<file path="src/rtl/sram_req_arbiter_if.sv">
// sram-like request/response bundle: req/addr_ok request handshake, data_ok/rdata in-order response.
interface sram_req_arbiter_if;
  logic        req;
  logic        wr;
  logic [1:0]  size;
  logic [3:0]  wstrb;
  logic [31:0] addr;
  logic [31:0] wdata;
  logic        addr_ok;
  logic        data_ok;
  logic [31:0] rdata;

  modport master (
    output req, wr, size, wstrb, addr, wdata,
    input  addr_ok, data_ok, rdata
  );

  modport slave (
    input  req, wr, size, wstrb, addr, wdata,
    output addr_ok, data_ok, rdata
  );
endinterface

</file>
<file path="src/rtl/sram_req_arbiter.sv">
// Shares one sram-like memory port between instruction-fetch and data masters; an in-order
// tag FIFO remembers who owns each outstanding request so responses route back correctly.
module sram_req_arbiter #(
  parameter int MAX_OUTSTANDING = 4,
  parameter int STARVE_LIMIT    = 4
) (
  input  logic            clk,
  input  logic            reset,
  sram_req_arbiter_if.slave  inst,
  sram_req_arbiter_if.slave  data,
  sram_req_arbiter_if.master mem
);

  localparam int PTR_W = $clog2(MAX_OUTSTANDING);
  localparam int CNT_W = PTR_W + 1;
  localparam int STV_W = $clog2(STARVE_LIMIT + 1);
  localparam logic SRC_INST = 1'b0;
  localparam logic SRC_DATA = 1'b1;

  logic [MAX_OUTSTANDING-1:0] tag_mem;
  logic [PTR_W-1:0]           wr_ptr;
  logic [PTR_W-1:0]           rd_ptr;
  logic [CNT_W-1:0]           count;
  logic                       lock_valid;
  logic                       lock_src;
  logic [STV_W-1:0]           starve_cnt;

  logic full;
  logic empty;
  logic starved;
  logic grant_valid;
  logic grant_src;
  logic req_out;
  logic push;
  logic pop;
  logic head;

  assign full    = (count == CNT_W'(MAX_OUTSTANDING));
  assign empty   = (count == '0);
  assign starved = inst.req && (starve_cnt == STV_W'(STARVE_LIMIT));

  // A presented-but-unaccepted request owns the port until it is taken.
  always_comb begin
    grant_valid = 1'b0;
    grant_src   = SRC_INST;
    if (lock_valid) begin
      grant_valid = 1'b1;
      grant_src   = lock_src;
    end else if (data.req && !starved) begin
      grant_valid = 1'b1;
      grant_src   = SRC_DATA;
    end else if (inst.req) begin
      grant_valid = 1'b1;
      grant_src   = SRC_INST;
    end
  end

  assign req_out = grant_valid && !full;
  assign push    = req_out && mem.addr_ok;
  assign pop     = mem.data_ok && !empty;
  assign head    = tag_mem[rd_ptr];

  always_comb begin
    mem.req   = req_out;
    mem.wr    = 1'b0;
    mem.size  = 2'd0;
    mem.wstrb = 4'd0;
    mem.addr  = 32'd0;
    mem.wdata = 32'd0;
    if (req_out) begin
      if (grant_src == SRC_DATA) begin
        mem.wr    = data.wr;
        mem.size  = data.size;
        mem.wstrb = data.wstrb;
        mem.addr  = data.addr;
        mem.wdata = data.wdata;
      end else begin
        mem.wr    = inst.wr;
        mem.size  = inst.size;
        mem.wstrb = inst.wstrb;
        mem.addr  = inst.addr;
        mem.wdata = inst.wdata;
      end
    end
  end

  assign inst.addr_ok = push && (grant_src == SRC_INST);
  assign data.addr_ok = push && (grant_src == SRC_DATA);
  assign inst.data_ok = pop && (head == SRC_INST);
  assign data.data_ok = pop && (head == SRC_DATA);
  assign inst.rdata   = mem.rdata;
  assign data.rdata   = mem.rdata;

  always_ff @(posedge clk) begin
    if (reset) begin
      tag_mem <= '0;
      wr_ptr  <= '0;
      rd_ptr  <= '0;
      count   <= '0;
    end else begin
      if (push) begin
        tag_mem[wr_ptr] <= grant_src;
        wr_ptr          <= wr_ptr + PTR_W'(1);
      end
      if (pop) begin
        rd_ptr <= rd_ptr + PTR_W'(1);
      end
      case ({push, pop})
        2'b10:   count <= count + CNT_W'(1);
        2'b01:   count <= count - CNT_W'(1);
        default: count <= count;
      endcase
    end
  end

  // Lock is left untouched while the port is held off by a full FIFO.
  always_ff @(posedge clk) begin
    if (reset) begin
      lock_valid <= 1'b0;
      lock_src   <= 1'b0;
    end else if (req_out) begin
      lock_valid <= !mem.addr_ok;
      lock_src   <= grant_src;
    end
  end

  always_ff @(posedge clk) begin
    if (reset) begin
      starve_cnt <= '0;
    end else if (!inst.req || (push && grant_src == SRC_INST)) begin
      starve_cnt <= '0;
    end else if (push && grant_src == SRC_DATA && starve_cnt != STV_W'(STARVE_LIMIT)) begin
      starve_cnt <= starve_cnt + STV_W'(1);
    end
  end

endmodule

</file>
<file path="src/flat_wrapper.sv">
// flat-port wrapper written by rule: the top's interface ports become plain ports
module sram_req_arbiter_flat 
#(
  parameter int MAX_OUTSTANDING = 4,
  parameter int STARVE_LIMIT    = 4
)
  (clk, reset, inst_req, inst_wr, inst_size, inst_wstrb, inst_addr, inst_wdata, inst_addr_ok, inst_data_ok, inst_rdata, data_req, data_wr, data_size, data_wstrb, data_addr, data_wdata, data_addr_ok, data_data_ok, data_rdata, mem_req, mem_wr, mem_size, mem_wstrb, mem_addr, mem_wdata, mem_addr_ok, mem_data_ok, mem_rdata);
  sram_req_arbiter_if inst_i ();
  sram_req_arbiter_if data_i ();
  sram_req_arbiter_if mem_i ();
  input  logic clk;
  input  logic reset;
  input wire logic [$bits(inst_i.req)-1:0] inst_req;
  input wire logic [$bits(inst_i.wr)-1:0] inst_wr;
  input wire logic [$bits(inst_i.size)-1:0] inst_size;
  input wire logic [$bits(inst_i.wstrb)-1:0] inst_wstrb;
  input wire logic [$bits(inst_i.addr)-1:0] inst_addr;
  input wire logic [$bits(inst_i.wdata)-1:0] inst_wdata;
  output wire logic [$bits(inst_i.addr_ok)-1:0] inst_addr_ok;
  output wire logic [$bits(inst_i.data_ok)-1:0] inst_data_ok;
  output wire logic [$bits(inst_i.rdata)-1:0] inst_rdata;
  input wire logic [$bits(data_i.req)-1:0] data_req;
  input wire logic [$bits(data_i.wr)-1:0] data_wr;
  input wire logic [$bits(data_i.size)-1:0] data_size;
  input wire logic [$bits(data_i.wstrb)-1:0] data_wstrb;
  input wire logic [$bits(data_i.addr)-1:0] data_addr;
  input wire logic [$bits(data_i.wdata)-1:0] data_wdata;
  output wire logic [$bits(data_i.addr_ok)-1:0] data_addr_ok;
  output wire logic [$bits(data_i.data_ok)-1:0] data_data_ok;
  output wire logic [$bits(data_i.rdata)-1:0] data_rdata;
  output wire logic [$bits(mem_i.req)-1:0] mem_req;
  output wire logic [$bits(mem_i.wr)-1:0] mem_wr;
  output wire logic [$bits(mem_i.size)-1:0] mem_size;
  output wire logic [$bits(mem_i.wstrb)-1:0] mem_wstrb;
  output wire logic [$bits(mem_i.addr)-1:0] mem_addr;
  output wire logic [$bits(mem_i.wdata)-1:0] mem_wdata;
  input wire logic [$bits(mem_i.addr_ok)-1:0] mem_addr_ok;
  input wire logic [$bits(mem_i.data_ok)-1:0] mem_data_ok;
  input wire logic [$bits(mem_i.rdata)-1:0] mem_rdata;
  assign inst_i.req = inst_req;
  assign inst_i.wr = inst_wr;
  assign inst_i.size = inst_size;
  assign inst_i.wstrb = inst_wstrb;
  assign inst_i.addr = inst_addr;
  assign inst_i.wdata = inst_wdata;
  assign inst_addr_ok = inst_i.addr_ok;
  assign inst_data_ok = inst_i.data_ok;
  assign inst_rdata = inst_i.rdata;
  assign data_i.req = data_req;
  assign data_i.wr = data_wr;
  assign data_i.size = data_size;
  assign data_i.wstrb = data_wstrb;
  assign data_i.addr = data_addr;
  assign data_i.wdata = data_wdata;
  assign data_addr_ok = data_i.addr_ok;
  assign data_data_ok = data_i.data_ok;
  assign data_rdata = data_i.rdata;
  assign mem_req = mem_i.req;
  assign mem_wr = mem_i.wr;
  assign mem_size = mem_i.size;
  assign mem_wstrb = mem_i.wstrb;
  assign mem_addr = mem_i.addr;
  assign mem_wdata = mem_i.wdata;
  assign mem_i.addr_ok = mem_addr_ok;
  assign mem_i.data_ok = mem_data_ok;
  assign mem_i.rdata = mem_rdata;
  sram_req_arbiter #(.MAX_OUTSTANDING(MAX_OUTSTANDING), .STARVE_LIMIT(STARVE_LIMIT)) u_core (.clk(clk), .reset(reset), .inst(inst_i), .data(data_i), .mem(mem_i));
endmodule
</file>
<file path="config.mk">
export PLATFORM = sky130hd
export DESIGN_NAME = sram_req_arbiter_flat
export DESIGN_NICKNAME = d
export VERILOG_FILES = /design/src/rtl/sram_req_arbiter_if.sv /design/src/rtl/sram_req_arbiter.sv /design/src/flat_wrapper.sv
export SDC_FILE = /design/constraint.sdc
export NUM_CORES = 1
export LEC_CHECK = 0
export CAP_MARGIN = 0
export CORE_AREA = 8 8 117 119
export CTS_BUF_LIST = sky130_fd_sc_hd__clkbuf_4 sky130_fd_sc_hd__clkbuf_8
export DETAILED_ROUTE_END_ITERATION = 6
export DIE_AREA = 0 0 125 127
export GPL_TIMING_DRIVEN = 0
export MAX_ROUTING_LAYER = met4
export PLACE_DENSITY_LB_ADDON = 0.05
export SLEW_MARGIN = 10
export SYNTH_ARGS = -nofsm -noshare
export SYNTH_HDL_FRONTEND = slang
export SYNTH_SLANG_ARGS = --single-unit
export TNS_END_PERCENT = 10
</file>
<file path="constraint.sdc">
create_clock -name clk -period 7.5 [get_ports clk]
set_input_delay 1.5 -clock clk [delete_from_list [all_inputs] [get_ports clk]]
set_output_delay 1.5 -clock clk [all_outputs]
set_load 0.01 [all_outputs]
</file>
# --- After elaboration in Yosys (flattened, before gate mapping) ---
# Index checks and enable logic that the tools add are counted.
word_totals:
  register_bits: 16
  inputBits: 180
  out_inout_bits: 140
op_classes:
  add_sub_neg: 5
  bitwise_logic: 2
  reduce_logical: 20
  n_mux: 21
  magnitude_cmp: 3
  eq_ne: 5
op_table:
  columns: ["op", "count"]
  rows:
  - ["$mux 32", 4]
  - ["$logic_and 1x1->1", 11]
  - ["$mux 1", 9]
  - ["$mux 4", 2]
  - ["$add 3x1->3 const B", 2]
  - ["$eq 3x3->1 const B", 2]
  - ["$lt 2x3->1 const B", 2]
  - ["$pmux 3 s2", 1]
  - ["$logic_not 1->1", 5]
  - ["$add 2x1->2 const B", 2]
  - ["$bwmux 4", 1]
  - ["$mux 2", 2]
  - ["$logic_not 3->1", 1]
  - ["$ne 3x3->1 const B", 1]
  - ["$sub 3x1->3 const B", 1]
  - ["$bmux 1 s2", 1]
  - ["$demux 1 s2", 1]
  - ["$eq 2x1->1 const B", 1]
  - ["$eq 2x2->1 const B", 1]
  - ["$ge 2x1->1 const B", 1]
  - ["$not 1->1", 2]
  - ["$reduce_bool 2->1", 1]
  - ["$reduce_or 2->1", 1]
  - ["$logic_or 1x1->1", 1]

# --- Depth between registers and ports, before layout ---
logic_depth:
  word_depth: 11
  mapped_depth: 10

# --- Worst setup path before layout ---
# No wires, ideal clock.
synth_timing:
  kind: "input to output"
  from: "in data_req"
  to: "out mem_wdata[21]"
  path_slack_ps: 3439
  n_path_buf: 2
  stages: 6
  arrival_ps: 2561
  required_time_ps: 6000
  path_cell_list: "nor2b_1 > a22oi_2 > buf_2 > buf_2 > nand2_1 > a21oi_1"
synth_via:
  elab_chain_cells: 5
synth_lines:
  columns: ["element", "line_no", "source"]
  rows:
  - ["from (decl)", "flat_wrapper.sv:22", "input wire logic [$bits(data_i.req)-1:0] data_req;"]
  - ["$logic_and 1x1->1 *", "sram_req_arbiter.sv:49", "end else if (data.req && !starved) begin"]
  - ["$mux 1", "sram_req_arbiter.sv:49", null]
  - ["$mux 1", "sram_req_arbiter.sv:46", "if (lock_valid) begin"]
  - ["$mux 32 / $logic_and 1x1->1 (equally long branches)", "sram_req_arbiter.sv:71, sram_req_arbiter.sv:58", null]
  - ["$mux 32 *", "sram_req_arbiter.sv:70", "if (req_out) begin"]
  - ["to (decl)", "flat_wrapper.sv:36", "output wire logic [$bits(mem_i.wdata)-1:0] mem_wdata;"]
# Mark *: on every way between the ends. The rest lies on a longest branch, timed or not.

# --- Final worst setup path ---
layout_timing:
  from: "in inst_req"
  to: "out mem_wdata[0]"
layout_via:
  elab_chain_cells: 7
layout_lines:
  columns: ["element", "line_no", "source"]
  rows:
  - ["from (decl)", "flat_wrapper.sv:13", "input wire logic [$bits(inst_i.req)-1:0] inst_req;"]
  - ["$logic_and 1x1->1", "sram_req_arbiter.sv:40", "assign starved = inst.req && (starve_cnt == STV_W'(STARVE_LIMIT));"]
  - ["$logic_not 1->1", "sram_req_arbiter.sv:49", null]
  - ["$logic_and 1x1->1", "sram_req_arbiter.sv:49", null]
  - ["$mux 1", "sram_req_arbiter.sv:49", null]
  - ["$mux 1", "sram_req_arbiter.sv:46", null]
  - ["$mux 32 / $logic_and 1x1->1 (equally long branches)", "sram_req_arbiter.sv:71, sram_req_arbiter.sv:58", null]
  - ["$mux 32 *", "sram_req_arbiter.sv:70", null]
# Marks and branches as above.

==> flow_summary.json <==
{
  "status": "completed",
  "die-width_um": 125,
  "diodes": 0,
  "ant_nets": 0,
  "fin_area_sq_um": 5440,
  "io_buffers": 287,
  "dp.cells": 828,
  "clkTransAtPathRegs_ns": 0.06,
  "crit_arrival_ns": 3.90,
  "synth_common_cells": "nand2_1 (147), a21oi_1 (80), buf_4 (64), clkbuf_1 (16), dfxtp_1 (16)",
  "fp.coreArea_sq_um": 11800,
  "p_per_area_nw_per_um2": 174,
  "clock_latency_ns": 0.25,
  "synth-simple-area-share": 0.289,
  "gp_congestion": 0.805,
  "dpl_worst_slack_ns": 2.03,
  "grt_max_degree": 11,
  "htreeDepth": 1,
  "maxCapViolCount": 0,
  "clock_skew_ns": 0.00421,
  "synthMuxAreaShare": 0.00967,
  "synth_compound_area_frac": 0.225,
  "syn-num-nets": 582,
  "vias": 3507,
  "syn_area_sq_um": 2330,
  "min_period_ns": 5.40,
  "grt_pass1_vias": 3487,
  "vias_per_cell": 4.22,
  "drt_iter0_markers": 201,
  "hold_path_end": "u_core.count[2]",
  "crit_path_max_fanout": 10,
  "reg2reg_depth": 10,
  "first_pass_iters": 6,
  "relSlewSlack": 0.616,
  "cp_data_required_time_ns": 6.00,
  "clock.fmax_mhz": 185,
  "synthTopCellsByArea": "nand2_1 (24%), buf_4 (21%), a21oi_1 (17%)",
  "total_leakage_power_uw": 0.00224,
  "synthXorXnorAreaFrac": 0.0188,
  "finalHoldViolCount": 0,
  "synth_top_area_cell": "nand2_1",
  "wirelength_um": 15800,
  "synth_top_family_by_area": "simple AND/OR/NAND/NOR gates",
  "ys_seq_elements": 16,
  "timing.rr.start": "u_core.lock_valid",
  "routedWlPerCell_um": 19.0,
  "grt_pass1_wl_um": 23300,
  "gr-usage-all-layers": 0.192,
  "rsz0062_at_grt": "no",
  "stdcell_count": 832,
  "hp-class": "reg2reg",
  "cts_hold_buf": 0,
  "synthAdderAreaFrac": 0.0462,
  "synth_warnings": 0,
  "worst_setup_path_start_kind": "input port",
  "setup-violations-final": 0,
  "ios": 320,
  "synth_top_area_frac": 0.237,
  "period_share": 0.720,
  "worstReg2RegEnd": "u_core.count[2]",
  "drive_gt1_frac": 0.120,
  "critPathCaptureType": "output pin",
  "post-synth-top-count-cell": "nand2_1",
  "total_power_uw": 946,
  "synth_cell_types": 32,
  "syn_avg_cell_area_sq_um": 5.91,
  "cts_tree": "done",
  "ir_worst_vdd_v": 0.000129,
  "gr-total-overflow": 0,
  "dp_hpwl_um": 13800,
  "crit_type": "in2out",
  "nets": 874,
  "syn_inst": 394,
  "placed_area_sq_um": 5390,
  "chipHeight_um": 127,
  "fin_tns_setup_ns": 0,
  "clockBufferDepth": 2,
  "whs_path_depth": 2,
  "initial_core_util": 0.197,
  "drc": 0,
  "drv_slew": 0,
  "rows": 40,
  "post_cts_buffers": 0,
  "worst_slack_ns": 2.10,
  "clock_sinks": 16,
  "ys_seq_area_frac": 0.138,
  "numCtsBuffers": 3,
  "hp-start": "u_core.count[2]",
  "r2r_slack_ns": 5.04,
  "async_reset_ff_frac": 0,
  "synth_enable_flop_cells": 0,
  "cts_resized": 0,
  "antenna_found_initial": 0,
  "synthFlopType": "dfxtp_1",
  "tightest_slew_ns": 0.576,
  "die_area_sq_um": 15900,
  "syn_to_final_growth_pct": 134,
  "cts.root.buffer_cell": "clkbuf_8"
}
-- cell type report --
cell class	count	area, sq um
sequential	16	320
clock buffer	4	55.1
fill	1213	6370
inverter	9	35.0
multi-input combinational	279	1370
timing repair buffer	287	2870
tap	147	184
buffer	90	603
-- report_power, final --
group / internal (uW) / leakage (uW) / switching (uW) / total, uW
sequential: 103 / 0.000131 / 16.4 / 119
combinational: 400 / 0.00208 / 352 / 751
clock: 46.6 / 0.0000288 / 29.3 / 75.8
-- kinds of logic (layout without fill, tap and decap cells) --
family	after synthesis	count (layout)
AOI/OAI and AO/OA	95	95
xor gates and xnor gates	5	5
DFF	16	16
and+or+nand+nor	170	170
adders and majority gates	8	8
muxes	1	1
buffers and inverters	99	390
-- metal layers --
layer	part of all wire	GRT usage
met1	0.38	0.207
met2	0.55	0.367
met3	0.067	0.0395
met4	0.0084	0.0222
met5	0	-
-- placed cells by master, fill, tap and decap left out --
master	n
clkdlybuf4s50_1	287
nand2_1	147
a21oi_1	80
buf_4	64
clkbuf_1	16
dfxtp_1	16
nor2_1	10
inv_1	8
buf_2	8
ha_1	7
nor2b_1	4
a311oi_1	4
clkbuf_8	4
xor2_1	3
or3_1	2
buf_6	2
and2_1	2
xnor2_1	2
nand4_1	2
o31ai_1	2
o21ai_0	2
o31a_1	1
or3b_1	1
nand3_1	1
a22oi_2	1
a22o_1	1
and3_1	1
clkinv_2	1
mux4_2	1
o21ai_1	1
a31oi_1	1
a311oi_2	1
a211oi_1	1
fa_1	1
-- worst max-delay path, cell delays in order --
cell             delay [ns]
clkdlybuf4s50_1        0.51
nand3_1                0.14
a22oi_2                0.36
clkbuf_1               0.50
nand2_1                0.11
a21oi_1                0.17
clkdlybuf4s50_1        0.61
-- worst max path at each step --
| stage | slack, ns | depth (start not counted) | end | start |
|---|---|---|---|---|
| detailed placement | 2.03 | 7 | mem_wdata[0] | inst_req |
| global route | 1.87 | 7 | mem_addr[22] | inst_req |
| floorplan | 3.44 | 6 | mem_wdata[21] | data_req |
| global placement | 2.08 | 8 | mem_wdata[27] | inst_req |
| CTS | 2.03 | 7 | mem_wdata[0] | inst_req |
| finish | 2.10 | 7 | mem_wdata[0] | inst_req |
-- metrics by stage --
stage / utilization / hold slack, ns
5_1_grt: 0.461 / 0.513
3_3_place_gp: 0.456 / 0.471
3_5_place_dp: 0.456 / 0.491
4_1_cts: 0.461 / 0.501
2_1_floorplan: - / 0.461
6_report: 0.461 / 0.497
-- flip-flops by register name (all words and copies together) (netlist names) --
signal             cells
u_core.count           3
u_core.lock_src        1
u_core.lock_valid      1
u_core.rd_ptr          2
u_core.starve_cnt      3
u_core.tag_mem         4
u_core.wr_ptr          2
No activity file was read; power rests on OpenSTA's default activity.
